$ cat src/rtl/exp_pkg.sv
// Shared widths, state encoding and job record for the exponent job issuer.
package exp_pkg;

  localparam int A_W = 8;
  localparam int N_W = 8;
  localparam int R_W = 16;

  typedef enum logic [1:0] {
    IDLE  = 2'd0,
    ISSUE = 2'd1,
    WAIT  = 2'd2,
    HOLD  = 2'd3
  } issuer_state_t;

  typedef struct packed {
    logic [A_W-1:0] a;
    logic [N_W-1:0] n;
  } exp_job_t;

endpackage

$ cat src/rtl/exp_job_fifo.sv
// Job FIFO with head peek; pointers carry an extra wrap bit so full and empty differ.
module exp_job_fifo
  import exp_pkg::*;
#(
  parameter int DEPTH = 4,
  localparam int AW = $clog2(DEPTH)
) (
  input  logic     clk,
  input  logic     rst,
  input  logic     i_push,
  input  exp_job_t i_wr_data,
  input  logic     i_pop,
  output exp_job_t o_head,
  output logic [AW:0] o_count
);

  exp_job_t   r_mem [DEPTH];
  logic [AW:0] r_wr_ptr;
  logic [AW:0] r_rd_ptr;

  always_ff @(posedge clk or negedge rst) begin
    if (!rst) begin
      r_wr_ptr <= '0;
      r_rd_ptr <= '0;
    end else begin
      if (i_push) r_wr_ptr <= r_wr_ptr + 1'b1;
      if (i_pop)  r_rd_ptr <= r_rd_ptr + 1'b1;
    end
  end

  // Storage needs no reset: an entry is only read after it has been written.
  always_ff @(posedge clk) begin
    if (i_push) r_mem[r_wr_ptr[AW-1:0]] <= i_wr_data;
  end

  assign o_head  = r_mem[r_rd_ptr[AW-1:0]];
  assign o_count = r_wr_ptr - r_rd_ptr;

endmodule

$ cat src/rtl/exp_job_issuer.sv
// Feeds queued (a, n) jobs to the exponent engine over go/done and returns
// each result, tagged with its operands, on a valid/ready port.
module exp_job_issuer
  import exp_pkg::*;
#(
  parameter int DEPTH   = 4,
  parameter int TIMEOUT = 1023,
  localparam int CNT_W  = $clog2(TIMEOUT + 1),
  localparam int PEND_W = $clog2(DEPTH + 1)
) (
  input  logic              clk,
  input  logic              rst,
  input  logic              job_valid,
  output logic              job_ready,
  input  logic [A_W-1:0]    job_a,
  input  logic [N_W-1:0]    job_n,
  output logic              go_o,
  output logic [A_W-1:0]    a_o,
  output logic [N_W-1:0]    n_o,
  input  logic              done_i,
  input  logic [R_W-1:0]    result_i,
  output logic              res_valid,
  input  logic              res_ready,
  output logic [R_W-1:0]    res_value,
  output logic [A_W-1:0]    res_a,
  output logic [N_W-1:0]    res_n,
  output logic              res_timeout,
  output logic              busy,
  output logic [PEND_W-1:0] pending,
  output issuer_state_t     dbg_state
);

  // Handshakes: a transfer happens on a rising edge where valid && ready;
  // the source holds its payload stable while valid is high and not accepted.

  issuer_state_t    r_state;
  logic             r_go;
  logic [A_W-1:0]   r_a;
  logic [N_W-1:0]   r_n;
  logic             r_done_q;
  logic [CNT_W-1:0] r_cnt;
  logic             r_res_valid;
  logic [R_W-1:0]   r_res_value;
  logic [A_W-1:0]   r_res_a;
  logic [N_W-1:0]   r_res_n;
  logic             r_res_timeout;

  exp_job_t          w_head;
  exp_job_t          w_wr_job;
  logic [PEND_W-1:0] w_count;
  logic              w_push;
  logic              w_pop;
  logic              w_done_edge;

  assign job_ready   = (w_count < PEND_W'(DEPTH));
  assign w_push      = job_valid && job_ready;
  // The head stays queued while in flight, so pending counts it too.
  assign w_pop       = (r_state == HOLD) && res_ready;
  assign w_wr_job    = '{a: job_a, n: job_n};
  assign w_done_edge = done_i && !r_done_q;

  exp_job_fifo #(.DEPTH(DEPTH)) u_fifo (
    .clk       (clk),
    .rst       (rst),
    .i_push    (w_push),
    .i_wr_data (w_wr_job),
    .i_pop     (w_pop),
    .o_head    (w_head),
    .o_count   (w_count)
  );

  always_ff @(posedge clk or negedge rst) begin
    if (!rst) begin
      r_state       <= IDLE;
      r_go          <= 1'b0;
      r_a           <= '0;
      r_n           <= '0;
      r_done_q      <= 1'b0;
      r_cnt         <= '0;
      r_res_valid   <= 1'b0;
      r_res_value   <= '0;
      r_res_a       <= '0;
      r_res_n       <= '0;
      r_res_timeout <= 1'b0;
    end else begin
      r_done_q <= done_i;
      r_go     <= 1'b0;
      case (r_state)
        IDLE: begin
          if (w_count != '0) begin
            r_state <= ISSUE;
            r_go    <= 1'b1;
            r_a     <= w_head.a;
            r_n     <= w_head.n;
            r_cnt   <= '0;
          end
        end
        ISSUE: r_state <= WAIT;
        WAIT: begin
          // Edge detection keeps a done level left over from the last job from completing this one.
          if (w_done_edge) begin
            r_state       <= HOLD;
            r_res_valid   <= 1'b1;
            r_res_value   <= result_i;
            r_res_timeout <= 1'b0;
            r_res_a       <= r_a;
            r_res_n       <= r_n;
          end else if (r_cnt == CNT_W'(TIMEOUT - 1)) begin
            r_state       <= HOLD;
            r_res_valid   <= 1'b1;
            r_res_value   <= '0;
            r_res_timeout <= 1'b1;
            r_res_a       <= r_a;
            r_res_n       <= r_n;
          end else begin
            r_cnt <= r_cnt + 1'b1;
          end
        end
        HOLD: begin
          if (res_ready) begin
            r_state     <= IDLE;
            r_res_valid <= 1'b0;
          end
        end
        default: r_state <= IDLE;
      endcase
    end
  end

  assign go_o        = r_go;
  assign a_o         = r_a;
  assign n_o         = r_n;
  assign res_valid   = r_res_valid;
  assign res_value   = r_res_value;
  assign res_a       = r_res_a;
  assign res_n       = r_res_n;
  assign res_timeout = r_res_timeout;
  assign busy        = (r_state != IDLE);
  assign pending     = w_count;
  assign dbg_state   = r_state;

endmodule

$ cat config.mk
export PLATFORM = sky130hd
export DESIGN_NAME = exp_job_issuer
export DESIGN_NICKNAME = d
export VERILOG_FILES = /design/src/rtl/exp_pkg.sv /design/src/rtl/exp_job_fifo.sv /design/src/rtl/exp_job_issuer.sv
export SDC_FILE = /design/constraint.sdc
export NUM_CORES = 1
export LEC_CHECK = 0
export BUFFER_PORTS_ARGS = -buffer_cell sky130_fd_sc_hd__buf_2
export CELL_PAD_IN_SITES_DETAIL_PLACEMENT = 1
export CELL_PAD_IN_SITES_GLOBAL_PLACEMENT = 2
export CORE_MARGIN = 4
export CORE_UTILIZATION = 40
export CTS_CLUSTER_DIAMETER = 30
export CTS_CLUSTER_SIZE = 20
export DETAILED_ROUTE_END_ITERATION = 8
export PLACE_DENSITY = 0.8
export SYNTH_ARGS = -nofsm -noshare
export SYNTH_HDL_FRONTEND = slang
export SYNTH_SLANG_ARGS = --single-unit
$ cat constraint.sdc
create_clock -name clk -period 3.1 [get_ports clk]
set_clock_uncertainty 0.2 [all_clocks]
set_input_delay 0.465 -clock clk [delete_from_list [all_inputs] [get_ports clk]]
set_output_delay 0.465 -clock clk [all_outputs]
set_load 0.02 [all_outputs]
==> impl_metrics.sql <==
INSERT INTO impl_metrics (metric_group, metric, value, unit) VALUES
('run_status', 'run_status', 'finished with violations', ''),
('run_status', 'violations', 'hold timing', ''),
('detailed_routing', 'drt_iter0_drcs', '203', ''),
('timing', 'finalSetupViolCount', '0', ''),
('finish', 'layout_common_cells', 'buf_2, dfrtp_1, edfxtp_1', ''),
('placement', 'hpwlAfterDp', '7700', 'um'),
('cts', 'worst_skew_pair.late_latency', '410', 'ps'),
('global_routing', 'antenna_violations_before_repair', '2', ''),
('logic_synthesis', 'synth_sequential_area_ratio', '68.4', '%'),
('setup_path', 'timing.critical_path.to_type', 'flop', ''),
('timing', 'maxClockFrequency', '357', 'MHz'),
('timing', 'finalHoldViolations', '13', ''),
('timing', 'final_min_period', '2800', 'ps'),
('finish', 'layout.core_utilization', '50.6', '%'),
('placement', 'standard_cell_area_after_detailed_placement', '6050', 'um^2'),
('placement', 'globalplace.congestion', '0.791', ''),
('cts', 'cts_buffers', '17', ''),
('die', 'initial_core_util', '40.7', '%'),
('cts', 'cts_repair_resize_count', '0', ''),
('timing', 'timing.final.crit_share', '90.4', '%'),
('logic_synthesis', 'ys.flop_type', 'dfrtp_1', ''),
('die', 'die_h', '124', 'um'),
('timing', 'finalSetupTns', '0', 'ps'),
('cts', 'htree_num_levels', '4', ''),
('global_routing', 'grt_start_max_net_pins', '71', ''),
('detailed_routing', 'drc_errors', '0', ''),
('timing', 'worst_tran_pin_value', '929', 'ps'),
('logic_synthesis', 'synth_async_sr_flop_share', '52.2', '%'),
('logic_synthesis', 'postSynthNetCount', '368', ''),
('finish', 'multi_input_area', '1580', 'um^2'),
('logic_synthesis', 'ys_warn_count', '0', ''),
('finish', 'stdcell_count', '615', ''),
('setup_path', 'regToRegSetupSlack', '300', 'ps'),
('logic_synthesis', 'synth_area_leader_cell', 'edfxtp_1', ''),
('global_routing', 'vias_in_the_first_global_route', '3453', ''),
('finish', 'seq_area', '3670', 'um^2'),
('finish', 'nNetsFinal', '474', ''),
('finish', 'mostFrequentLayoutCell', 'buf_2', ''),
('logic_synthesis', 'yosys_register_bits', '134', ''),
('pwr', 'worst_ir_drop_vdd', '0.496', 'mV'),
('logic_synthesis', 'synth_area_leaders', 'edfxtp_1, dfrtp_1, mux2_2', ''),
('detailed_routing', 'routed_via_density', '5.16', ''),
('logic_synthesis', 'post_synth_instance_area', '5370', 'um^2'),
('logic_synthesis', 'postSynthAreaPerCell', '16.8', 'um^2'),
('die', 'rows', '42', ''),
('cts', 'clk_root_buffer_cell', 'clkbuf_16', ''),
('timing', 'fin_worst_hold_slack', '-11.3', 'ps'),
('die', 'i_o_pins', '95', ''),
('setup_path', 'critical_path.reg2reg.startpoint', 'u_fifo.r_wr_ptr[0]', ''),
('setup_path', 'critical_path.startpoint_type', 'flop', ''),
('setup_path', 'critical_path_peak_fanout', '10', ''),
('cts', 'cts_hold_repair.buffers', '1', ''),
('die', 'design.core.area', '13200', 'um^2'),
('finish', 'finalInstanceArea', '6680', 'um^2'),
('logic_synthesis', 'synthesis.instances', '319', ''),
('global_routing', 'globalRoute.totalOverflow', '0', ''),
('detailed_routing', 'routed_wl', '11800', 'um'),
('cts', 'cts.sinks', '134', ''),
('logic_synthesis', 'synth.distinct_cells', '43', ''),
('logic_synthesis', 'synth_enable_flop_cells', '64', ''),
('detailed_routing', 'dr_total_vias', '3173', ''),
('die', 'die_area', '15300', 'um^2'),
('global_routing', 'overall_global_routing_resource_usage', '16.6', '%'),
('pwr', 'p_leak', '2.81', 'nW'),
('setup_path', 'cp.arrival', '2900', 'ps'),
('timing', 'timing_max_transition_violations_final', '0', ''),
('finish', 'flow.area_growth_from_synthesis', '24.3', '%'),
('global_routing', 'grt_first_pass_wirelength', '18800', 'um'),
('job', 'cap_violations', '0', ''),
('finish', 'final.fill_count', '1285', ''),
('timing', 'relSlewSlack', '38.0', '%');
==> stage by stage <==
step	total power, mW	hold WS [ps]	setup WS, ps
detailed placement	5.79	277	308
global placement	5.67	276	383
floorplan	4.79	-30.6	360
finish	7.74	-11.3	297
CTS	7.87	26.8	287
global route	8.23	57.1	185
==> per-layer routing <==
layer | share of wire, % | global-route usage (%)
met1 | 40 | 19.4
met3 | 3.8 | 4.45
met5 | 0.15 | 0
met4 | 1.4 | 7.40
met2 | 55 | 28.8
==> power breakdown <==
| part | total (mW) | internal (mW) | switching (mW) |
|---|---|---|---|
| combinational | 2.87 | 1.22 | 1.66 |
| sequential | 2.83 | 2.51 | 0.325 |
| clock | 2.03 | 1.26 | 0.768 |
| total | 7.74 | 4.99 | 2.75 |
==> flip-flops by register name, indices dropped and copies added (netlist names), 2 cells and up <==
| register | count |
|---|---|
| a_o | 8 |
| dbg_state | 2 |
| n_o | 8 |
| r_cnt | 10 |
| res_a | 8 |
| res_n | 8 |
| res_value | 16 |
| u_fifo.r_mem | 64 |
| u_fifo.r_rd_ptr | 3 |
| u_fifo.r_wr_ptr | 3 |
==> synth_stat cells (all sizes together), types with 2 or more instances <==
cell type	count
nand4	4
inv	15
o211ai	2
a22oi	2
mux2	36
buf	7
xnor2	3
a21oi	3
and3b	2
clkbuf	6
o21ai	6
edfxtp	64
nand3b	2
nor2	3
mux4	16
ha	11
nand3	9
and3	6
nand2b	3
a22o	16
a31oi	10
dfrtp	70
nand2	10
==> area by class of cell <==
cell class,instances,share of cell area (%)
antenna,1,0.0375
clock buffer,20,7.01
clock inverter,12,2.10
inverter,15,0.843
multi-input combinational,157,23.7
sequential,134,55.0
tap,176,3.30
timing repair buffer,100,7.99
==> worst max-delay path, stage by stage, from the launching register on <==
cell and delay, ps:
dfrtp_1 380, inv_1 110, ha_1 210, fa_1 380
xnor3_2 300, inv_2 70, or3_4 390, and3b_1 310
mux2_4 340
==> worst max-delay path by stage <==
stage | startpoint | endpoint | slack [ps] | cells after the start
finish | u_fifo.r_wr_ptr[0] | r_cnt[8] | 300 | 8
global route | u_fifo.r_wr_ptr[0] | r_cnt[8] | 180 | 8
CTS | u_fifo.r_wr_ptr[0] | r_cnt[8] | 290 | 8
detailed placement | u_fifo.r_wr_ptr[0] | r_cnt[8] | 310 | 8
global placement | u_fifo.r_wr_ptr[0] | r_cnt[8] | 380 | 8
floorplan | u_fifo.r_wr_ptr[0] | r_cnt[8] | 360 | 9
==> kinds of logic (layout without fill, tap and decap cells) <==
logic type	Yosys count	in the layout	synth area share (%)
compound gates	42	42	5.90
xor+xnor	5	5	1.10
fa+ha+maj	12	12	2.94
buf+inv	28	147	2.28
flops	134	134	68.4
mux	53	53	14.5
other cells	0	1	0
simple gates	45	45	4.85
(Power assumes the default switching activity.)
